## config.mk

```make
export PLATFORM = sky130hd
export DESIGN_NAME = vga_fetch
export DESIGN_NICKNAME = d
export VERILOG_FILES = /design/src/rtl/vga_fetch.sv
export SDC_FILE = /design/constraint.sdc
export NUM_CORES = 1
export LEC_CHECK = 0
export CAP_MARGIN = 20
export CELL_PAD_IN_SITES_DETAIL_PLACEMENT = 0
export CELL_PAD_IN_SITES_GLOBAL_PLACEMENT = 2
export CORE_MARGIN = 2
export CORE_UTILIZATION = 32
export DETAILED_ROUTE_END_ITERATION = 7
export GPL_TIMING_DRIVEN = 0
export PLACE_DENSITY_LB_ADDON = 0.1
export SLEW_MARGIN = 20
export SYNTH_ARGS = -nofsm -noshare
export SYNTH_HDL_FRONTEND = slang
export SYNTH_SLANG_ARGS = --single-unit
export TNS_END_PERCENT = 50
```

## constraint.sdc

```tcl
create_clock -name CLK_50 -period 2.11 [get_ports CLK_50]
set_input_delay 0.422 -clock CLK_50 [delete_from_list [all_inputs] [get_ports CLK_50]]
set_output_delay 0.422 -clock CLK_50 [all_outputs]
set_load 0.02 [all_outputs]
```

## src/rtl/vga_fetch.sv

```systemverilog
// Framebuffer word prefetcher feeding the VGA pixel path over a shared req/gnt/valid read port.
// Optional underrun event counter enabled with `define VGA_FETCH_UNDERRUN_CNT_EN.
module vga_fetch #(
  parameter int DATA_WIDTH              = 16,
  parameter int ADDR_WIDTH              = 8,
  parameter int BITS_PER_MEMORY_PIXEL_X = 3,
  parameter int BITS_PER_MEMORY_PIXEL_Y = 4,
  parameter int HEX_START_X             = 512,
  parameter int AREA_H                  = 384,
  parameter int H_LAST                  = 799,
  parameter int V_LAST                  = 524,
  parameter int BASE_ADDR               = 0
) (
  input  logic                  CLK_50,
  input  logic                  RESET_N,
  input  logic [9:0]            pixel_x,
  input  logic [9:0]            pixel_y,
  output logic                  mem_rd_req,
  output logic [ADDR_WIDTH-1:0] mem_rd_addr,
  input  logic                  mem_rd_gnt,
  input  logic                  mem_rd_valid,
  input  logic [DATA_WIDTH-1:0] mem_rd_data,
  output logic [DATA_WIDTH-1:0] pixel_in,
  output logic                  underrun
`ifdef VGA_FETCH_UNDERRUN_CNT_EN
  ,
  output logic [7:0]            underrun_cnt
`endif
);

  localparam int PPW_LOG2 = $clog2(DATA_WIDTH) + BITS_PER_MEMORY_PIXEL_X;
  localparam int PPW      = 1 << PPW_LOG2;
  localparam int WPR      = HEX_START_X / PPW;
  localparam int COL_W    = $clog2(WPR + 1);

  localparam logic [9:0]            PPW_MASK  = 10'(PPW - 1);
  localparam logic [9:0]            ROW_END_X = 10'(HEX_START_X - 1);
  localparam logic [9:0]            H_LAST_X  = 10'(H_LAST);
  localparam logic [9:0]            V_LAST_Y  = 10'(V_LAST);
  localparam logic [9:0]            AREA_H_Y  = 10'(AREA_H);
  localparam logic [COL_W-1:0]      WPR_C     = COL_W'(WPR);
  localparam logic [ADDR_WIDTH-1:0] BASE_C    = ADDR_WIDTH'(BASE_ADDR);
  localparam logic [ADDR_WIDTH-1:0] WPR_A     = ADDR_WIDTH'(WPR);

  typedef enum logic [1:0] {
    ST_IDLE = 2'd0,
    ST_REQ  = 2'd1,
    ST_WAIT = 2'd2,
    ST_FULL = 2'd3
  } state_t;

  state_t                  state_r, state_nx_s;
  logic                    req_nx_s;
  logic [ADDR_WIDTH-1:0]   addr_nx_s;
  logic                    stale_r, stale_nx_s;
  logic                    buf_ld_s;
  logic [DATA_WIDTH-1:0]   buf_r;
  logic [9:0]              tline_r;
  logic [COL_W-1:0]        tcol_r;
  logic                    pend_r;

  logic [9:0]              nline_s;
  logic [9:0]              mrow_s;
  logic [ADDR_WIDTH-1:0]   tgt_addr_s;
  logic [COL_W-1:0]        col_next_s;
  logic                    col_more_s;
  logic                    word_bnd_s;
  logic                    row_end_s;
  logic                    line_start_s;
  logic                    load_s;
  logic                    full_s;
  logic                    underrun_ev_s;
  logic                    issue_s;

  assign nline_s      = (pixel_y == V_LAST_Y) ? 10'd0 : pixel_y + 10'd1;
  assign mrow_s       = tline_r >> BITS_PER_MEMORY_PIXEL_Y;
  assign tgt_addr_s   = BASE_C + ADDR_WIDTH'(mrow_s) * WPR_A + ADDR_WIDTH'(tcol_r);
  assign col_next_s   = tcol_r + COL_W'(1);
  assign col_more_s   = (col_next_s < WPR_C);

  assign word_bnd_s   = ((pixel_x & PPW_MASK) == PPW_MASK) && (pixel_x < ROW_END_X) &&
                        (pixel_y < AREA_H_Y);
  assign row_end_s    = (pixel_x == ROW_END_X);
  assign line_start_s = (pixel_x == H_LAST_X) && (nline_s < AREA_H_Y);
  assign load_s       = word_bnd_s || line_start_s;
  assign full_s       = (state_r == ST_FULL);
  assign underrun_ev_s = load_s && !full_s;

  // A fetch is never started on a cycle where the target itself is about to move.
  assign issue_s      = (state_r == ST_IDLE) && pend_r && (tline_r < AREA_H_Y) &&
                        !load_s && !row_end_s;

  // Read-port FSM next state and next request/address.
  always_comb begin
    state_nx_s = state_r;
    req_nx_s   = mem_rd_req;
    addr_nx_s  = mem_rd_addr;
    stale_nx_s = stale_r;
    buf_ld_s   = 1'b0;
    case (state_r)
      ST_IDLE: begin
        stale_nx_s = 1'b0;
        if (issue_s) begin
          state_nx_s = ST_REQ;
          req_nx_s   = 1'b1;
          addr_nx_s  = tgt_addr_s;
        end else begin
          state_nx_s = ST_IDLE;
          req_nx_s   = 1'b0;
        end
      end
      ST_REQ: begin
        if (underrun_ev_s) begin
          stale_nx_s = 1'b1;
        end else begin
          stale_nx_s = stale_r;
        end
        if (mem_rd_gnt) begin
          state_nx_s = ST_WAIT;
          req_nx_s   = 1'b0;
        end else begin
          state_nx_s = ST_REQ;
          req_nx_s   = 1'b1;
        end
      end
      ST_WAIT: begin
        req_nx_s = 1'b0;
        if (mem_rd_valid) begin
          stale_nx_s = 1'b0;
          // data arriving with (or after) a missed deadline belongs to a word already shown black
          if (stale_r || underrun_ev_s) begin
            state_nx_s = ST_IDLE;
          end else begin
            state_nx_s = ST_FULL;
            buf_ld_s   = 1'b1;
          end
        end else if (underrun_ev_s) begin
          stale_nx_s = 1'b1;
        end else begin
          stale_nx_s = stale_r;
        end
      end
      ST_FULL: begin
        req_nx_s = 1'b0;
        if (load_s || row_end_s) begin
          state_nx_s = ST_IDLE;
        end else begin
          state_nx_s = ST_FULL;
        end
      end
      default: begin
        state_nx_s = ST_IDLE;
        req_nx_s   = 1'b0;
        addr_nx_s  = {ADDR_WIDTH{1'b0}};
        stale_nx_s = 1'b0;
      end
    endcase
  end

  // FSM state and registered read-port outputs.
  always_ff @(posedge CLK_50 or negedge RESET_N) begin
    if (!RESET_N) begin
      state_r     <= ST_IDLE;
      mem_rd_req  <= 1'b0;
      mem_rd_addr <= {ADDR_WIDTH{1'b0}};
      stale_r     <= 1'b0;
    end else begin
      state_r     <= state_nx_s;
      mem_rd_req  <= req_nx_s;
      mem_rd_addr <= addr_nx_s;
      stale_r     <= stale_nx_s;
    end
  end

  // One-word prefetch buffer.
  always_ff @(posedge CLK_50 or negedge RESET_N) begin
    if (!RESET_N) begin
      buf_r <= {DATA_WIDTH{1'b0}};
    end else if (buf_ld_s) begin
      buf_r <= mem_rd_data;
    end
  end

  // Prefetch target: steps along the row on each load, jumps to the next line at row end.
  always_ff @(posedge CLK_50 or negedge RESET_N) begin
    if (!RESET_N) begin
      tline_r <= 10'd0;
      tcol_r  <= {COL_W{1'b0}};
      pend_r  <= 1'b0;
    end else if (row_end_s) begin
      tline_r <= nline_s;
      tcol_r  <= {COL_W{1'b0}};
      pend_r  <= 1'b1;
    end else if (load_s) begin
      if (col_more_s) begin
        tcol_r <= col_next_s;
        pend_r <= 1'b1;
      end else begin
        pend_r <= 1'b0;
      end
    end else if (issue_s) begin
      pend_r <= 1'b0;
    end
  end

  // Display word and sticky underrun flag.
  always_ff @(posedge CLK_50 or negedge RESET_N) begin
    if (!RESET_N) begin
      pixel_in <= {DATA_WIDTH{1'b0}};
      underrun <= 1'b0;
    end else begin
      if (row_end_s) begin
        pixel_in <= {DATA_WIDTH{1'b0}};
      end else if (load_s) begin
        pixel_in <= full_s ? buf_r : {DATA_WIDTH{1'b0}};
      end
      if (underrun_ev_s) begin
        underrun <= 1'b1;
      end
    end
  end

`ifdef VGA_FETCH_UNDERRUN_CNT_EN
  logic frame_start_s;
  assign frame_start_s = (pixel_x == 10'd0) && (pixel_y == 10'd0);

  // Per-frame saturating underrun counter.
  always_ff @(posedge CLK_50 or negedge RESET_N) begin
    if (!RESET_N) begin
      underrun_cnt <= 8'd0;
    end else if (frame_start_s) begin
      underrun_cnt <= underrun_ev_s ? 8'd1 : 8'd0;
    end else if (underrun_ev_s && (underrun_cnt != 8'hFF)) begin
      underrun_cnt <= underrun_cnt + 8'd1;
    end
  end
`endif

endmodule

```

==> results of run 1 <==
[through the flow]
step,instance area (um^2),total power [mW]
final,3820,2.39
after global routing,3820,2.54
after CTS,3760,2.41
after global placement,3350,1.73
after floorplan,2580,1.54
after detailed placement,3350,1.73
[metal layers]
layer | global-route usage [%] | routed length, um
met1 | 19.8 | 2750
met2 | 20.6 | 2630
met3 | 2.65 | 193
met4 | 3.62 | 39
met5 | 0 | 0
[worst max-delay path, delay by kind of cell]
family / cells / cell delay (ns)
buffers and inverters: 3 / 0.67
AND/OR/NAND/NOR: 5 / 0.85
multiplexers: 1 / 0.32
[cell type report]
class | instances | area, um^2 | area share (%)
plain buffers | 4 | 57.6 | 1.51
clock buffers | 5 | 68.8 | 1.80
clock inverters | 3 | 27.5 | 0.720
inverters | 3 | 11.3 | 0.295
multi-input cells | 135 | 1280 | 33.4
flip-flops and latches | 55 | 1380 | 36.0
well taps | 102 | 128 | 3.34
repair buffers | 87 | 878 | 23.0
[power by group through the flow]
stage	clock, mW	combinational, mW	sequential, mW
2_1_floorplan	0	0.269	1.27
3_3_place_gp	0	0.466	1.27
3_5_place_dp	0	0.465	1.27
4_1_cts	0.655	0.510	1.25
5_1_grt	0.692	0.575	1.27
6_report	0.618	0.526	1.25
[worst max path at each step]
| stage | endpoint | slack (ns) | cells past startpoint |
|---|---|---|---|
| floorplan | buf_r[10]$_DFFE_PN0P_ | 0.08 | 7 |
| global placement | state_r[1]$_DFFE_PN0P_ | -1.17 | 1 |
| detailed placement | buf_r[10]$_DFFE_PN0P_ | -0.65 | 8 |
| CTS | buf_r[5]$_DFFE_PN0P_ | -0.01 | 9 |
| global route | state_r[1]$_DFFE_PN0P_ | 0.002 | 9 |
| finish | buf_r[5]$_DFFE_PN0P_ | 0.05 | 9 |
[what timing repair did]
item,4_1_cts,5_1_grt
cloned,2,0
setup endpoints to repair,46,45
pin swaps,14,6
setup buffers,18,2
gates resized for setup,39,18
[cell usage in the layout, fill, tap and decap left out, types with 5 or more instances in the layout]
| cell | Yosys | routed |
|---|---|---|
| dfrtp_1 | 55 | 55 |
| clkdlybuf4s50_1 | 0 | 47 |
| buf_4 | 1 | 17 |
| a22o_1 | 16 | 16 |
| nand2_1 | 16 | 15 |
| mux2_4 | 10 | 13 |
| mux2_2 | 14 | 11 |
| dlygate4sd2_1 | 0 | 9 |
| ha_1 | 8 | 8 |
| o21ai_0 | 7 | 6 |
| nand3_1 | 5 | 5 |
| buf_12 | 1 | 5 |
| xnor2_1 | 5 | 5 |
| clkbuf_8 | 0 | 5 |
[logic make-up (layout without fill, tap and decap cells)]
| group | count (synthesis) | in the layout | share of synthesized area [%] |
|---|---|---|---|
| xor+xnor | 9 | 9 | 3.06 |
| mux | 26 | 26 | 12.7 |
| fa+ha+maj | 8 | 8 | 3.89 |
| buf+inv | 7 | 102 | 2.38 |
| flops | 55 | 55 | 53.4 |
| compound gates | 39 | 39 | 11.3 |
| simple gates | 53 | 53 | 13.3 |
[flip-flops by register name, summed over array words and instances, names as in the netlist]
name and count:
mem_rd_req 1, pend_r 1, mem_rd_addr 8, stale_r 1
tcol_r 3, buf_r 16, tline_r 6, pixel_in 16
state_r 2, underrun 1
==> impl_metrics.csv, run 1 <==
group,metric,value,unit
run_status,status,"completed",
logic_synthesis,synth_area,2580,um^2
setup_path,endpoint_kind,"flip-flop",
clocking,htreeDepth,2,
power,pwr-share-clk,25.8,%
logic_synthesis,ys_ff_latch,55,
die,ios,66,
sta,finalWorstSetupSlack,0.0521,ns
die,die_x,93.7,um
clocking,numCtsBuffers,5,
clocking,cts_sinks,55,
power,leakage,1.79,nW
cells_and_area,area_growth,48.4,%
logic_synthesis,synth_fp_nets,245,
setup_path,crit_start,"pixel_x[4]",
power,powerDensity,626,nW/um^2
routing,totalWireLength,5610,um
setup_path,cp_cell_sequence,"clkdlybuf4s50_1 -> and4_4 -> nand4_1 -> nor3_4 -> nand3_2 -> nand4_4 -> buf_12 -> buf_12 -> mux2_2",
sta,finClkSkew,0.00536,ns
global_routing,grt_max_degree,56,
logic_synthesis,synth.most_common_cell,"dfrtp_1",
placed_design,place_ws,-0.650,ns
placed_design,post-dp-hpwl,3830,um
sta,holdWs,0.139,ns
die,start_util,33.2,%
sta,fin_crit,2.06,ns
global_routing,antenna_found_initial,0,
sta,max_clock_freq,486,MHz
setup_path,cpMaxStageDelayCell,"clkdlybuf4s50_1",
setup_path,timing.reg2reg.worst_path_depth,7,
power,netSwitchingFraction,27.4,%
setup_path,worst_path_most_repeated_cell,"buf_12",
clocking,hold_buffers,0,
routing,via_count,1850,
cells_and_area,fillers,720,
die,die_h,93.7,um
placed_design,placed_cells,364,
clocking,root_buffer,"clkbuf_8",
routing,first_pass_iters,4,
sta,post-route-period-util,97.5,%
setup_path,crit_required,2.31,ns
setup_path,cp_max_fo,5,
sta,finalMaxSlewViolations,0,
power,p_int,1.74,mW
routing,viasPerCell,4.70,
sta,rsz0062_at_grt,"no",
die,rows,32,
cells_and_area,fin_util,49.2,%
logic_synthesis,synth_cell_types,42,
power,power.switching,0.657,mW
flow_run,drv_cap,0,
clocking,clk_pin_slew_worst_paths,0.10,ns
setup_path,timing.rr.end,"buf_r[12]$_DFFE_PN0P_",
global_routing,grt_usage,13.5,%
logic_synthesis,synthFlopType,"dfrtp_1",
power,pwr-share-comb,22.0,%
logic_synthesis,synthCells,197,
power,pwr-share-seq,52.2,%
logic_synthesis,yosys-top-cells-count,"55 x dfrtp_1, 16 x a22o_1, 16 x nand2_1, 14 x mux2_2, 10 x mux2_4",
logic_synthesis,synth_area_leaders,"dfrtp_1 53%, mux2_2 6.1%, mux2_4 5.8%",
logic_synthesis,avgSynthCellArea,13.1,um^2
clocking,clk_latency,0.31,ns
cells_and_area,finalNonFillerCells,394,
sta,final_hold_viol_count,0,
logic_synthesis,synth_edf_count,0,
setup_path,critPathMaxStageDelay,0.45,ns
logic_synthesis,netlist.area_leader.share,53.4,%
global_routing,grt_pass1_vias,1843,
routing,wire_per_inst,14.2,um
cells_and_area,antenna_cells,0,
placed_design,portBuffers,65,
sta,tns,0,ns
global_routing,grt.overflow.total,0,
logic_synthesis,ys_warn_count,0,
power,ir_drop,0.303,mV
sta,tightestPinTransition,0.690,ns
min_path,hold_path.class,"input pin to asynchronous set/reset pin",
placed_design,gp_congestion,0.694,
routing,first_iter_violations,53,
setup_path,worstReg2RegStart,"state_r[0]$_DFFE_PN0P_",
logic_synthesis,seq_area_frac_synth,53.4,%
cells_and_area,finalNetCount,339,
routing,drc,0,
clocking,cts_tree,"done",
logic_synthesis,synthArstFlopShare,100,%
die,dieArea,8780,um^2
logic_synthesis,yosysTopAreaCell,"dfrtp_1",
routing,ant_nets,0,
sta,setup_viol,0,
die,core,7770,um^2
clocking,clock_path_buffers,2,
sta,relSlewSlack,54.0,%
setup_path,start_kind,"input pin",
cells_and_area,drive_above_1_share,29.1,%
setup_path,critPathKind,"input pin to flip-flop",
setup_path,r2r_slack,0.23,ns
setup_path,critical_path_arrival,2.26,ns
global_routing,grt_first_pass_wirelength,9380,um
No activity file was read; power rests on OpenSTA's default activity.
==> run 2: changes to the inputs <==
CTS_CLUSTER_SIZE = 25   (was not set)
==> results of run 2 <==
Final layout, timing and power as in run 1 (identical DEF).
==> run 3: changes to the inputs <==
SETUP_SLACK_MARGIN = 0.3   (was not set)
==> run 3 against run 2 <==
Net effect: total power is 5.9% higher; hold slack better by 0.32 ns; core utilization is 0.77 points higher; register-to-register slack better by 0.03 ns; final area is 1.6% higher; die area stayed put; sequential share of layout area is 0.56 points lower; via count hardly changed; clock skew is 0.0045 ns higher; global-route usage hardly changed; sequential power hardly changed; count of clock-buffer cells in the layout is 1 higher; largest power group unchanged.
==> impl_metrics.csv, run 3 (same netlist as run 1, synthesis figures left out) <==
group,metric,value,unit
run_status,status,"completed",
clocking,root_buffer,"clkbuf_8",
cells_and_area,drive_above_1_share,33.6,%
routing,totalWireLength,5670,um
routing,first_pass_iters,4,
cells_and_area,final_cell_mix,"55 x dfrtp_1, 44 x clkdlybuf4s50_1, 22 x buf_4, 16 x a22o_1, 15 x nand2_1",
cells_and_area,area_growth,50.8,%
sta,setup_viol,0,
clocking,htreeDepth,2,
setup_path,worstReg2RegStart,"state_r[0]$_DFFE_PN0P_",
global_routing,grt_first_pass_wirelength,9430,um
routing,wire_per_inst,14.3,um
setup_path,cp_max_fo,6,
min_path,hold_path.class,"input pin to asynchronous set/reset pin",
die,start_util,33.2,%
flow_run,drv_cap,0,
global_routing,grt_max_degree,51,
sta,max_clock_freq,535,MHz
clocking,cts_tree,"done",
die,die_x,93.7,um
placed_design,post-dp-hpwl,3860,um
setup_path,timing.rr.end,"buf_r[12]$_DFFE_PN0P_",
setup_path,start_kind,"input pin",
placed_design,gp_congestion,0.702,
cells_and_area,finalNetCount,342,
sta,tightestPinTransition,0.431,ns
routing,ant_nets,0,
cells_and_area,antenna_cells,0,
placed_design,portBuffers,65,
setup_path,critPathKind,"input pin to flip-flop",
clocking,clk_pin_slew_worst_paths,0.10,ns
sta,finClkSkew,0.00982,ns
sta,holdWs,0.456,ns
die,rows,32,
routing,drc,0,
cells_and_area,fin_util,50.0,%
global_routing,grt_usage,13.5,%
clocking,cts_sinks,55,
sta,post-route-period-util,88.7,%
sta,rsz0062_at_grt,"yes",
setup_path,critical_path_arrival,2.07,ns
die,die_h,93.7,um
setup_path,crit_start,"pixel_y[1]",
setup_path,endpoint_kind,"flip-flop",
die,core,7770,um^2
global_routing,grt_pass1_vias,1895,
power,powerDensity,652,nW/um^2
cells_and_area,seq_area,1380,um^2
clocking,numCtsBuffers,5,
sta,finalMaxSlewViolations,0,
global_routing,grt.overflow.total,0,
cells_and_area,final_common_cell,"dfrtp_1",
routing,viasPerCell,4.66,
sta,fin_crit,1.87,ns
setup_path,critPathCapture,"buf_r[12]$_DFFE_PN0P_",
routing,via_count,1851,
sta,final_hold_viol_count,0,
cells_and_area,multi_input_area,1320,um^2
setup_path,timing.reg2reg.worst_path_depth,7,
setup_path,r2r_slack,0.26,ns
cells_and_area,top_regs,"buf_r (16), pixel_in (16), mem_rd_addr (8)",
clocking,clock_path_buffers,2,
clocking,clk_latency,0.31,ns
die,ios,66,
power,leakage,1.79,nW
power,ir_drop,0.338,mV
die,dieArea,8780,um^2
setup_path,crit_required,2.31,ns
routing,first_iter_violations,38,
sta,relSlewSlack,71.2,%
global_routing,antenna_found_initial,0,
cells_and_area,fillers,687,
-- run 3: changes by cell type in the layout (fill, tap and decap cells not counted), moves of 2 or more --
cell / before / now
buf_2: 0 / 3
dlymetal6s2s_1: 4 / 0
buf_4: 17 / 22
clkdlybuf4s15_2: 2 / 0
clkdlybuf4s50_1: 47 / 44
buf_12: 5 / 2
dlygate4sd2_1: 9 / 2
clkdlybuf4s15_1: 0 / 3
buf_6: 3 / 13
-- run 3: how the worst min path moves through the flow --
stage	start	end	slack, ns
2_1_floorplan	RESET_N	buf_r[0]$_DFFE_PN0P_	0.13
3_3_place_gp	buf_r[4]$_DFFE_PN0P_	pixel_in[4]$_DFFE_PN0P_	0.47
3_5_place_dp	RESET_N	mem_rd_addr[3]$_DFFE_PN0P_	0.25
4_1_cts	RESET_N	mem_rd_addr[3]$_DFFE_PN0P_	0.45
5_1_grt	RESET_N	mem_rd_addr[3]$_DFFE_PN0P_	0.46
6_report	RESET_N	mem_rd_addr[3]$_DFFE_PN0P_	0.46
-- run 3: metrics by stage --
stage / cell area [um^2] / power (mW) / cells / worst slack [ns] / setup TNS (ns)
after floorplan: 2590 / 1.54 / 197 / 0.173 / 0
after global placement: 3360 / 1.74 / 364 / -1.20 / -91.59
after detailed placement: 3390 / 1.74 / 365 / -0.645 / -25.13
after CTS: 3790 / 2.51 / 393 / 0.241 / 0
after global routing: 3880 / 2.67 / 397 / 0.167 / 0
final: 3880 / 2.53 / 397 / 0.239 / 0
-- run 3: where the power goes --
| part | internal [mW] | total (mW) | switching, mW |
|---|---|---|---|
| Clock | 0.359 | 0.711 | 0.352 |
| Sequential | 1.18 | 1.25 | 0.0728 |
| Combinational | 0.344 | 0.572 | 0.228 |
| Total | 1.88 | 2.53 | 0.652 |
-- run 3: area by class of cell --
cell class / count / area share [%]
inverters: 3 / 0.290
repair buffers: 90 / 22.7
flip-flops and latches: 55 / 35.4
well taps: 102 / 3.29
multi-input cells: 135 / 33.9
clock inverters: 2 / 0.999
plain buffers: 4 / 1.48
clock buffers: 6 / 1.87
-- run 3: what timing repair did --
item,in CTS,in global routing
gates resized for setup,106,14
hold buffers,1,0
pin swaps,15,7
setup buffers,18,4
endpoints found under the setup margin,50,44
cloned,1,0
hold endpoints to repair,5,0
-- run 3: per-layer routing --
| layer | wire length, um | global-route usage (%) | up-vias |
|---|---|---|---|
| met5 | 0 | 0 | - |
| met4 | 15 | 2.54 | 0 |
| met3 | 268 | 3.61 | 2 |
| met2 | 2600 | 21.1 | 44 |
| met1 | 2790 | 19.1 | 885 |
| li1 | - | - | 920 |
-- run 3: worst max-delay path, stage by stage --
cell and delay (ns):
buf_6 0.07, buf_4 0.10, and4_4 0.26, a41oi_4 0.11, nor3_4 0.24, nand3_2 0.15, nand4_4 0.19, buf_6 0.13
buf_12 0.11, mux2_4 0.29
